## src/rtl/cmd_strobe_gen.sv

```systemverilog
// cmd_strobe_gen
// Conditions six raw push-buttons and turns each clean press into a single
// one-hot command for the main control block. The command is presented for
// one set-up cycle, strobed with MEn_o for EN_WIDTH cycles, held for one more
// cycle, and then the block waits for every button to be released before it
// accepts another press.
//
// Button / command bit order used throughout:
//   [0] aumf  [1] bajaf  [2] aumC  [3] bajaC  [4] MODO  [5] MRst
module cmd_strobe_gen #(
  parameter logic [15:0] DEB_CYCLES = 16'd50000,
  parameter logic [3:0]  EN_WIDTH   = 4'd1,
  parameter int          CNT_W      = 16
) (
  input  logic clk,
  input  logic rst,
  input  logic btn_aumf,
  input  logic btn_bajaf,
  input  logic btn_aumC,
  input  logic btn_bajaC,
  input  logic btn_modo,
  input  logic btn_rst,
  output logic aumf_o,
  output logic bajaf_o,
  output logic aumC_o,
  output logic bajaC_o,
  output logic MODO_o,
  output logic MRst_o,
  output logic MEn_o,
  output logic busy_o
);

  localparam int NBTN = 6;

  // The level flips on the edge where the counter would reach DEB_CYCLES,
  // so the terminal value held in the counter is DEB_CYCLES-1.
  localparam logic [CNT_W-1:0] DEB_LAST = CNT_W'(DEB_CYCLES - 16'd1);

  // FSM encoding
  localparam logic [2:0] ST_IDLE     = 3'd0;
  localparam logic [2:0] ST_SETUP    = 3'd1;
  localparam logic [2:0] ST_STROBE   = 3'd2;
  localparam logic [2:0] ST_HOLD     = 3'd3;
  localparam logic [2:0] ST_WAIT_REL = 3'd4;

  // Raw buttons gathered into one vector in command bit order
  logic [NBTN-1:0] w_btn_raw;
  assign w_btn_raw = {btn_rst, btn_modo, btn_bajaC, btn_aumC, btn_bajaf, btn_aumf};

  // Synchroniser stages
  logic [NBTN-1:0] r_sync1;
  logic [NBTN-1:0] r_sync2;

  // Debounce state
  logic [NBTN-1:0] r_deb;
  logic [NBTN-1:0] r_deb_prev;
  logic [CNT_W-1:0] r_cnt [NBTN];

  // Press events and the priority winner
  logic [NBTN-1:0] w_press;
  logic [NBTN-1:0] w_win;

  // Sequencer
  logic [2:0]      r_state;
  logic [2:0]      w_state_nxt;
  logic [3:0]      r_en_cnt;
  logic [NBTN-1:0] r_cmd;
  logic            r_men;
  logic            r_busy;

  // Two-flop synchroniser: only r_sync2 feeds the rest of the design
  // NOTE: sequential state uses non-blocking (<=) so every flop samples the
  // pre-edge value of its neighbours, exactly like the hardware does.
  always_ff @(posedge clk or posedge rst) begin
    if (rst) begin
      r_sync1 <= '0;
      r_sync2 <= '0;
    end else begin
      r_sync1 <= w_btn_raw;
      r_sync2 <= r_sync1;
    end
  end

  // Per-button debounce: count consecutive cycles that disagree with the
  // debounced level, flip the level after DEB_CYCLES of them
  // NOTE: the counter array is reset explicitly because the debounce
  // behaviour after reset depends on every counter starting from zero; it is
  // a small bank of flops, not a RAM, so the reset costs nothing structural.
  always_ff @(posedge clk or posedge rst) begin
    if (rst) begin
      r_deb <= '0;
      for (int i = 0; i < NBTN; i++) begin
        r_cnt[i] <= '0;
      end
    end else begin
      for (int i = 0; i < NBTN; i++) begin
        if (r_sync2[i] == r_deb[i]) begin
          r_cnt[i] <= '0;
        end else if (r_cnt[i] >= DEB_LAST) begin
          // Disagreement has lasted DEB_CYCLES cycles: accept the new level.
          r_cnt[i] <= '0;
          r_deb[i] <= ~r_deb[i];
        end else begin
          r_cnt[i] <= r_cnt[i] + CNT_W'(1);
        end
      end
    end
  end

  // Previous-cycle copy of the debounced levels for rising-edge detection
  always_ff @(posedge clk or posedge rst) begin
    if (rst) begin
      r_deb_prev <= '0;
    end else begin
      r_deb_prev <= r_deb;
    end
  end

  assign w_press = r_deb & ~r_deb_prev;

  // Fixed priority: MRst > MODO > aumf > bajaf > aumC > bajaC
  // NOTE: combinational blocks use blocking (=) and give every output a
  // default first, so no path leaves a signal unassigned and no latch appears.
  always_comb begin
    w_win = '0;
    if (w_press[5]) begin
      w_win = 6'b10_0000;
    end else if (w_press[4]) begin
      w_win = 6'b01_0000;
    end else if (w_press[0]) begin
      w_win = 6'b00_0001;
    end else if (w_press[1]) begin
      w_win = 6'b00_0010;
    end else if (w_press[2]) begin
      w_win = 6'b00_0100;
    end else if (w_press[3]) begin
      w_win = 6'b00_1000;
    end
  end

  // Next-state selection for the set-up / strobe / hold / wait-release cycle
  always_comb begin
    w_state_nxt = r_state;
    case (r_state)
      ST_IDLE: begin
        if (|w_press) begin
          w_state_nxt = ST_SETUP;
        end
      end
      ST_SETUP: begin
        w_state_nxt = ST_STROBE;
      end
      ST_STROBE: begin
        if (r_en_cnt >= EN_WIDTH) begin
          w_state_nxt = ST_HOLD;
        end
      end
      ST_HOLD: begin
        w_state_nxt = ST_WAIT_REL;
      end
      ST_WAIT_REL: begin
        // Presses that arrived while busy are dropped; waiting for a full
        // release guarantees a held loser can only fire via a fresh edge.
        if (r_deb == '0) begin
          w_state_nxt = ST_IDLE;
        end
      end
      default: begin
        w_state_nxt = ST_IDLE;
      end
    endcase
  end

  // State register with busy flag registered alongside it
  always_ff @(posedge clk or posedge rst) begin
    if (rst) begin
      r_state <= ST_IDLE;
      r_busy  <= 1'b0;
    end else begin
      r_state <= w_state_nxt;
      r_busy  <= (w_state_nxt != ST_IDLE);
    end
  end

  // Strobe length counter: 1 on entry to STROBE, counts up while in STROBE
  always_ff @(posedge clk or posedge rst) begin
    if (rst) begin
      r_en_cnt <= '0;
    end else if (r_state == ST_SETUP) begin
      r_en_cnt <= 4'd1;
    end else if ((r_state == ST_STROBE) && (w_state_nxt == ST_STROBE)) begin
      r_en_cnt <= r_en_cnt + 4'd1;
    end
  end

  // Registered command lines: latch the winner on leaving IDLE, clear on
  // entering WAIT_REL (or on any unexpected return to IDLE)
  always_ff @(posedge clk or posedge rst) begin
    if (rst) begin
      r_cmd <= '0;
    end else if ((r_state == ST_IDLE) && (|w_press)) begin
      r_cmd <= w_win;
    end else if ((w_state_nxt == ST_WAIT_REL) || (w_state_nxt == ST_IDLE)) begin
      r_cmd <= '0;
    end
  end

  // Registered load-enable: high for exactly the cycles spent in STROBE
  always_ff @(posedge clk or posedge rst) begin
    if (rst) begin
      r_men <= 1'b0;
    end else begin
      r_men <= (w_state_nxt == ST_STROBE);
    end
  end

  assign aumf_o  = r_cmd[0];
  assign bajaf_o = r_cmd[1];
  assign aumC_o  = r_cmd[2];
  assign bajaC_o = r_cmd[3];
  assign MODO_o  = r_cmd[4];
  assign MRst_o  = r_cmd[5];
  assign MEn_o   = r_men;
  assign busy_o  = r_busy;

endmodule

```

## config.mk

```make
export PLATFORM = sky130hd
export DESIGN_NAME = cmd_strobe_gen
export DESIGN_NICKNAME = d
export VERILOG_FILES = /design/src/rtl/cmd_strobe_gen.sv
export SDC_FILE = /design/constraint.sdc
export NUM_CORES = 1
export LEC_CHECK = 0
export CORE_MARGIN = 5
export CORE_UTILIZATION = 44
export DETAILED_ROUTE_END_ITERATION = 6
export HOLD_SLACK_MARGIN = 0.06
export PLACE_DENSITY_LB_ADDON = 0.25
export SLEW_MARGIN = 20
export SYNTH_ARGS = -nofsm -noshare
export SYNTH_HDL_FRONTEND = slang
export SYNTH_SLANG_ARGS = --single-unit
export TNS_END_PERCENT = 5
```

## constraint.sdc

```tcl
create_clock -name clk -period 4.85 [get_ports clk]
set_input_delay 0.97 -clock clk [delete_from_list [all_inputs] [get_ports clk]]
set_output_delay 0.97 -clock clk [all_outputs]
set_load 0.005 [all_outputs]
```

# Yosys cells after proc, flatten, opt, wreduce, memory -nomap -nowiden
# Index checks and enable logic that the tools add are counted.
[word_totals] latchBits=0 regBits=135 mem_count=0 rom_bits=0 word_cells=102 out_inout_bits=8 ramBits=0 in_bits=8
[op_classes] n_div=0 n_shift=0 n_mux=26 n_eq_ne=12 mul=0 reduce_logical=16 n_bitwise=14 order_cmp=7 add_sub_neg=7
[op_table] cell="$mux 16" count=12
[op_table] cell="$add 16x1->16 const B" count=6
[op_table] cell="$ge 16x16->1 const B" count=6
[op_table] cell="$mux 4" count=6
[op_table] cell="$mux 6" count=3
[op_table] cell="$pmux 3 s5" count=1
[op_table] cell="$not 1->1" count=12
[op_table] cell="$reduce_and 2->1" count=6
[op_table] cell="$eq 3x2->1 const B" count=3
[op_table] cell="$mux 3" count=3
[op_table] cell="$and 6x6->6" count=1
[op_table] cell="$eq 1x1->1" count=6
[op_table] cell="$eq 3x3->1 const B" count=2
[op_table] cell="$logic_not 3->1" count=2
[op_table] cell="$logic_not 6->1" count=1
[op_table] cell="$not 6->6" count=1
[op_table] cell="$reduce_or 6->1" count=1
[op_table] cell="$mux 5" count=1
[op_table] cell="$add 4x1->4 const B" count=1
[op_table] cell="$ge 4x1->1 const B" count=1
[op_table] cell="$reduce_bool 2->1" count=2
[op_table] cell="$eq 3x1->1 const B" count=1
[op_table] cell="$reduce_bool 3->1" count=1
[op_table] cell="$logic_and 1x1->1" count=2
[op_table] cell="$logic_or 1x1->1" count=1

# Depth between registers and ports, before layout
# Gate-level depths: netlist (run 1).
[logic_depth] word_depth=9 ltp_mapped=6 depth_no_buf=6

# Least setup slack after synthesis (run 1)
# Ideal clock, no wire load.
[synth_path] path_kind="flip-flop to flip-flop" startpoint="register r_cnt[29] in the netlist's numbering" endpoint="register r_cnt[29] in the netlist's numbering" setup_ps=71 path_buffers=1 stages_incl_launch_ff=5 synth_period_minus_slack_ps=1673 slack_ps=3177 required_ps=4779 arrival_time_ps=1602 cell_sequence="dfrtp_1 -> or4_4 -> a311o_2 -> buf_6 -> nor2_1"
[synth_between] elab_chain_cells=3 word_cells_on_any_way=4 cone_classes="1 x add/sub; 1 x order compare; 2 x mux"
[synth_rtl] element="start: declaration" line="57" source="logic [CNT_W-1:0] r_cnt [NBTN];"
[synth_rtl] element="start signal: indexed assignment" line="104" source="r_cnt[i] <= r_cnt[i] + CNT_W'(1);"
[synth_rtl] element="$add 16x1->16 / $ge 16x16->1 (equally long branches)" line="104, 99"
[synth_rtl] element="$mux 16 *" line="99" source="end else if (r_cnt[i] >= DEB_LAST) begin"
[synth_rtl] element="$mux 16 *" line="97" source="if (r_sync2[i] == r_deb[i]) begin"
# Mark *: on every way between the ends. The rest lies on a longest branch, timed or not.
# A chain may end at the register's enable or synchronous reset.

# Worst setup path after layout (run 1)
[layout_path] startpoint="register r_cmd[3]" endpoint="output port bajaC_o"
[layout_lines] element="start: declaration" line="67" source="logic [NBTN-1:0] r_cmd;"
[layout_lines] element="start signal: assignment" line="202" source="r_cmd <= w_win;"
[layout_lines] element="end: declaration" line="26" source="output logic bajaC_o,"
# No word-level cell between the ends.

==> results of run 1 <==
## per-layer routing
metal / vias up / share of wire (%) / global-route usage (%)
li1: 2083 / - / -
met1: 2061 / 48 / 18.7
met2: 47 / 47 / 21.8
met3: 21 / 3.2 / 3.79
met4: 0 / 2.1 / 6.93
met5: - / 0 / 0
## sequential cells by signal (all words and copies together), names as in the netlist, 3 cells and up
register / cells
r_deb_prev: 6
r_cnt: 96
r_sync2: 6
r_state: 3
r_cmd: 6
r_sync1: 6
r_deb: 6
r_en_cnt: 4
## worst max path at each step
stage                    end  slack [ps]
floorplan              MEn_o         270
global placement    r_cnt[8]        2470
detailed placement  r_cnt[3]        2440
CTS                  bajaC_o        2540
global route         bajaC_o        2530
finish               bajaC_o        2570
## per-stage QoR
step                instance area [sq um]  hold WS (ps)  setup slack (ps)
floorplan                            6120           331               269
global placement                     6430           337              2470
detailed placement                   6430           340              2440
CTS                                  6970           354              2540
global route                         6970           367              2530
finish                               6970           351              2570
## area by class of cell
type / count / area share [%]
Clock buffer: 27 / 7.64
Clock inverter: 2 / 0.179
Inverter: 27 / 1.53
Multi-Input combinational cell: 412 / 36.6
Sequential cell: 135 / 48.4
Tap cell: 180 / 3.23
Timing Repair Buffer: 17 / 2.37
## power by group through the flow
| stage | clock, mW | sequential (mW) | combinational [mW] |
|---|---|---|---|
| 2_1_floorplan | 0 | 1.18 | 0.0541 |
| 6_report | 1.17 | 1.16 | 0.0668 |
| 3_5_place_dp | 0 | 1.18 | 0.0693 |
| 3_3_place_gp | 0 | 1.18 | 0.0673 |
| 5_1_grt | 1.25 | 1.16 | 0.0796 |
| 4_1_cts | 1.20 | 1.16 | 0.0697 |
## synthesized netlist by cell type, drive strengths merged
library cell and n:
or3 3, nand3 29, nand4 14, nor3 30
buf 8, xnor2 74, ha 9, nor4 24
and2b 3, xor2 10, nand3b 1, a22o 1
a21oi 4, a22oi 1, o311ai 1, a311oi 1
a211oi 6, o21ai 3, nor2 120, nor2b 5
or4 9, a32o 3, clkbuf 3, o22ai 1
a2111oi 1, inv 27, a2bb2oi 1, a31oi 12
nand2b 1, nand2 24, o211ai 5, mux2 6
a311o 6, dfrtp 135, and3 3, o31a 1
## kinds of logic after synthesis
| group | count (synthesis) |
|---|---|
| flops | 135 |
| xor+xnor | 84 |
| compound gates | 47 |
| mux | 6 |
| buf+inv | 38 |
| simple gates | 266 |
| fa+ha+maj | 9 |
## cell usage in the layout (no fill, tap or decap), types with 7 or more instances in the layout
master / instances
nor3_1: 29
a31oi_1: 12
nor2_1: 117
dfrtp_1: 135
nand4_1: 14
nor4_1: 24
clkbuf_8: 7
inv_1: 26
nand2_1: 24
clkdlybuf4s50_1: 15
xor2_1: 10
nand3_1: 28
clkbuf_16: 17
xnor2_1: 74
ha_1: 9
==> flow_summary_export.csv, run 1 <==
group,metric,value,unit
outcome,status,"complete, no violations",
yosys,synth_xor_area_share,12.0,%
worst_setup_path,endpoint_kind,"primary output",
route,drtPass1Iterations,4,
die,die_y,128,um
route,drtIter0Drc,296,
worst_setup_path,crit_chain,"clkdlybuf4s50_1",
final_layout,area_delta_synth_final,13.9,%
min_path,hold_path_class,"flip-flop to flip-flop",
die,ios,16,
cts,post_cts_buffers,0,
cts,clock-sinks,135,
yosys,synth_compound_area_share,5.83,%
yosys,synth_seq_cells,135,
timing,fin_crit_sh,47.0,%
route,wl_per_cell,13.3,um
global_route,grt_usage,14.2,%
timing,clock_skew,5.41,ps
timing,fin_setup_tns,0,ps
timing,fmax,0.439,GHz
pwr,p_leak,2.85,nW
worst_setup_path,crit_start,"r_cmd[3]",
pwr,p_clk_share,48.9,%
worst_setup_path,arrival,1310,ps
pwr,pwr_density_cell,344,nW/um^2
route,vias_per_cell,5.27,
global_route,grt_pass1_vias,4064,
die,core,13800,sq um
route,antenna_left,0,
pwr,intPower,1.91,mW
pwr,ir_worst_vdd,0.237,mV
worst_setup_path,cp_top_family,"buffers and inverters",
timing,period_needed,2280,ps
worst_setup_path,slowest_delay,510,ps
placed_design,post-dp-hpwl,7.03,mm
cts,clkTransAtPathRegs,50,ps
yosys,synth_cell_types,42,
timing,setup_viol,0,
min_path,worstHoldStart,"r_sync1[5]",
yosys,postSynthAreaPerCell,10.5,sq um
global_route,grt_pass1_wl,18.7,mm
pwr,swShare,20.6,%
yosys,synth_seq_area_share,55.2,%
min_path,holdPathStages,0,
cts,cts_max_path_buffers,2,
timing,hold_violations,0,
final_layout,drive_above_1_share,8.23,%
route,drt-total-wl,10.6,mm
worst_setup_path,worst-path-stages,1,
global_route,overflow,0,
placed_design,place.gp.congestion,0.837,
route,drc,0,
pwr,p_sw,495,uW
worst_setup_path,cp_slowest_cell,"clkdlybuf4s50_1",
yosys,synthAdderAreaFrac,1.84,%
worst_setup_path,r2r-start,"r_deb[0]",
timing,relSlewSlack,48.2,%
final_layout,antennaDiodeCount,0,
worst_setup_path,reg2reg_depth,4,
min_path,min_to,"r_sync2[5]",
yosys,yosys.area.top_type,"dfrtp_1",
cts,hold_buffers,0,
job,maxCapViolations,0,
yosys,synth_area_leaders,"dfrtp_1, xnor2_1, nor2_1",
worst_setup_path,critPathMaxFanout,2,
pwr,combPwrFrac,2.8,%
cts,cts_resized,0,
timing,rsz0062_at_grt,"no",
die,start_util,44.4,%
yosys,synthMuxAreaShare,1.10,%
global_route,antenna_found_initial,0,
yosys,synth_top_family_by_area,"simple AND/OR/NAND/NOR gates",
cts,htreeDepth,4,
final_layout,multiInputGateArea,2550,sq um
worst_setup_path,cp_num_buf_inv,1,
final_layout,regArea,3380,sq um
final_layout,nFillCells,1267,
worst_setup_path,r2r_setup_slack,2910,ps
yosys,synth_area,6120,sq um
yosys,syn_inst,585,
die,row_count,43,
final_layout,fin_nets,627,
placed_design,dp.cells,771,
yosys,synth.top_cell.area_share,55.2,%
yosys,yosysWarnings,0,
route,vias,4212,
worst_setup_path,cp-start-kind,"flip-flop",
pwr,power,2.40,mW
timing,worst_pin_slew,758,ps
cts,cts_tree,"built",
cts,clkLatencyLatePin,420,ps
cts,cts_made_buffers,17,
yosys,yosys.area_share.simple,20.9,%
timing,slew_violations,0,
worst_setup_path,path_class,"flip-flop to primary output",
final_layout,final_core_util,50.6,%
placed_design,portBuffers,15,
pwr,seqPwrFrac,48.3,%
die,die-area,16400,sq um
global_route,grt_max_degree,79,
die,die_w,128,um
yosys,syn-num-nets,602,
cts,root_buffer,"clkbuf_16",
worst_setup_path,required,3880,ps
worst_setup_path,worstReg2RegEnd,"busy_o",
final_layout,stdcell_count,800,
(Power assumes the default switching activity.)
==> run 2: changes to the inputs <==
==> constraint.sdc (replaced) <==
create_clock -name clk -period 2 [get_ports clk]
set_input_delay 0.4 -clock clk [delete_from_list [all_inputs] [get_ports clk]]
set_output_delay 0.4 -clock clk [all_outputs]
set_load 0.005 [all_outputs]
==> flow_summary_export.csv, run 2 (synthesis results as in run 1) <==
group,metric,value,unit
route,routed.top_layer,"met4",
cts,clkTransAtPathRegs,50,ps
worst_setup_path,crit_start,"r_en_cnt[0]",
global_route,grt_max_degree,82,
final_layout,area_delta_synth_final,16.9,%
timing,relSlewSlack,61.7,%
die,row_count,43,
placed_design,dp_slack,139,ps
route,drc,0,
timing,fmax,0.554,GHz
final_layout,drive_above_1_share,9.89,%
cts,cts_made_buffers,17,
cts,hold_buffers,0,
die,start_util,44.4,%
worst_setup_path,r2r_setup_slack,200,ps
worst_setup_path,worstReg2RegEnd,"busy_o",
min_path,min_to,"r_sync2[4]",
final_layout,fin_nets,631,
placed_design,dp.cells,775,
timing,setup_viol,0,
global_route,grt_pass1_wl,19.4,mm
timing,period_needed,1800,ps
timing,slew_violations,0,
worst_setup_path,required,2290,ps
worst_setup_path,cp-start-kind,"flip-flop",
placed_design,portBuffers,15,
die,core,13800,sq um
timing,rsz0062_at_grt,"no",
cts,post_cts_buffers,0,
worst_setup_path,path_class,"flip-flop to flip-flop",
min_path,worstHoldStart,"r_sync1[4]",
cts,cts_max_path_buffers,2,
route,drtPass1Iterations,4,
route,vias,4208,
cts,cts_tree,"built",
worst_setup_path,endpoint_kind,"flip-flop",
worst_setup_path,arrival,2090,ps
min_path,hold_path_class,"flip-flop to flip-flop",
cts,htreeDepth,4,
die,die_w,128,um
route,antenna_left,0,
pwr,p_leak,2.92,nW
route,met2_length,5.17,mm
route,drtIter0Drc,335,
final_layout,final_common_cell,"dfrtp_1",
route,wl_met3,329,um
outcome,status,"complete, no violations",
final_layout,largest_register_ffs,96,
cts,clock-sinks,135,
pwr,ir_worst_vdd,0.902,mV
route,vias_per_cell,5.21,
timing,fin_crit_sh,90.2,%
worst_setup_path,r2r-start,"r_en_cnt[0]",
final_layout,top_register,"r_cnt",
final_layout,antennaDiodeCount,0,
placed_design,post-dp-hpwl,7.13,mm
route,drt-total-wl,10.8,mm
global_route,grt_usage,14.6,%
die,die-area,16400,sq um
die,ios,16,
min_path,holdPathStages,0,
route,wl_met1,5.16,mm
timing,hold_violations,0,
global_route,grt_pass1_vias,4163,
route,wl_per_cell,13.3,um
worst_setup_path,reg2reg_depth,5,
final_layout,final_core_util,51.9,%
timing,whs,352,ps
worst_setup_path,critPathMaxFanout,6,
global_route,antenna_found_initial,0,
global_route,overflow,0,
die,die_y,128,um
final_layout,stdcell_count,807,
cts,cts_resized,0,
placed_design,place.gp.congestion,0.831,
timing,worst_pin_slew,573,ps
final_layout,final_cell_mix,"dfrtp_1, nor2_1, xnor2_1",
job,maxCapViolations,0,
timing,clock_skew,5.22,ps
cts,clkLatencyLatePin,410,ps
cts,root_buffer,"clkbuf_16",
pwr,pwr_density_cell,898,nW/um^2
timing,fin_ws,196,ps
[run 2: changes by cell type in the layout (fill, tap and decap cells not counted), moves of 2 or more]
| cell | change |
|---|---|
| buf_4 | +2 |
| clkbuf_1 | -3 |
| clkbuf_8 | -4 |
| clkinvlp_4 | +5 |
| buf_12 | +2 |
| bufinv_16 | +5 |
[run 2: worst max-delay path by stage]
| stage | endpoint | slack [ps] |
|---|---|---|
| detailed placement | busy_o | 140 |
| finish | busy_o | 200 |
| CTS | busy_o | 130 |
| floorplan | MEn_o | -80 |
| global placement | busy_o | 220 |
| global route | MEn_o | 20 |
[run 2: final cells by class]
class	instances	area, sq um
fill	1256	6620
clock inverter	12	198
timing repair buffer	21	220
sequential	135	3380
clock buffer	20	467
inverter	27	105
tap	180	225
multi-input combinational	412	2560
[run 2: where the power goes]
group          total, mW  switching, mW  internal, mW
Combinational      0.168          0.110        0.0581
Clock               3.44           1.14          2.30
Sequential          2.81         0.0358          2.77
Total               6.42           1.28          5.14
[run 2: metal layers]
metal / vias up / global-route usage [%]
li1: 2080 / -
met1: 2064 / 19.2
met2: 54 / 22.8
met3: 10 / 4.75
met4: 0 / 5.24
met5: - / 0
[run 2: worst max-delay path: stages, from the launching register on]
cell	delay (ps)
dfrtp_1	440
ha_1	220
or3_1	320
nor2_1	200
a2111oi_1	120
or3_1	390
[run 2: per-stage QoR]
| stage | instance area [sq um] | total power, mW | TNS [ps] |
|---|---|---|---|
| 6_report | 7150 | 6.42 | 0 |
| 5_1_grt | 7150 | 6.68 | 0 |
| 4_1_cts | 7150 | 6.51 | 0 |
| 3_5_place_dp | 6480 | 3.03 | 0 |
| 3_3_place_gp | 6480 | 3.03 | 0 |
| 2_1_floorplan | 6120 | 2.98 | -10690 |
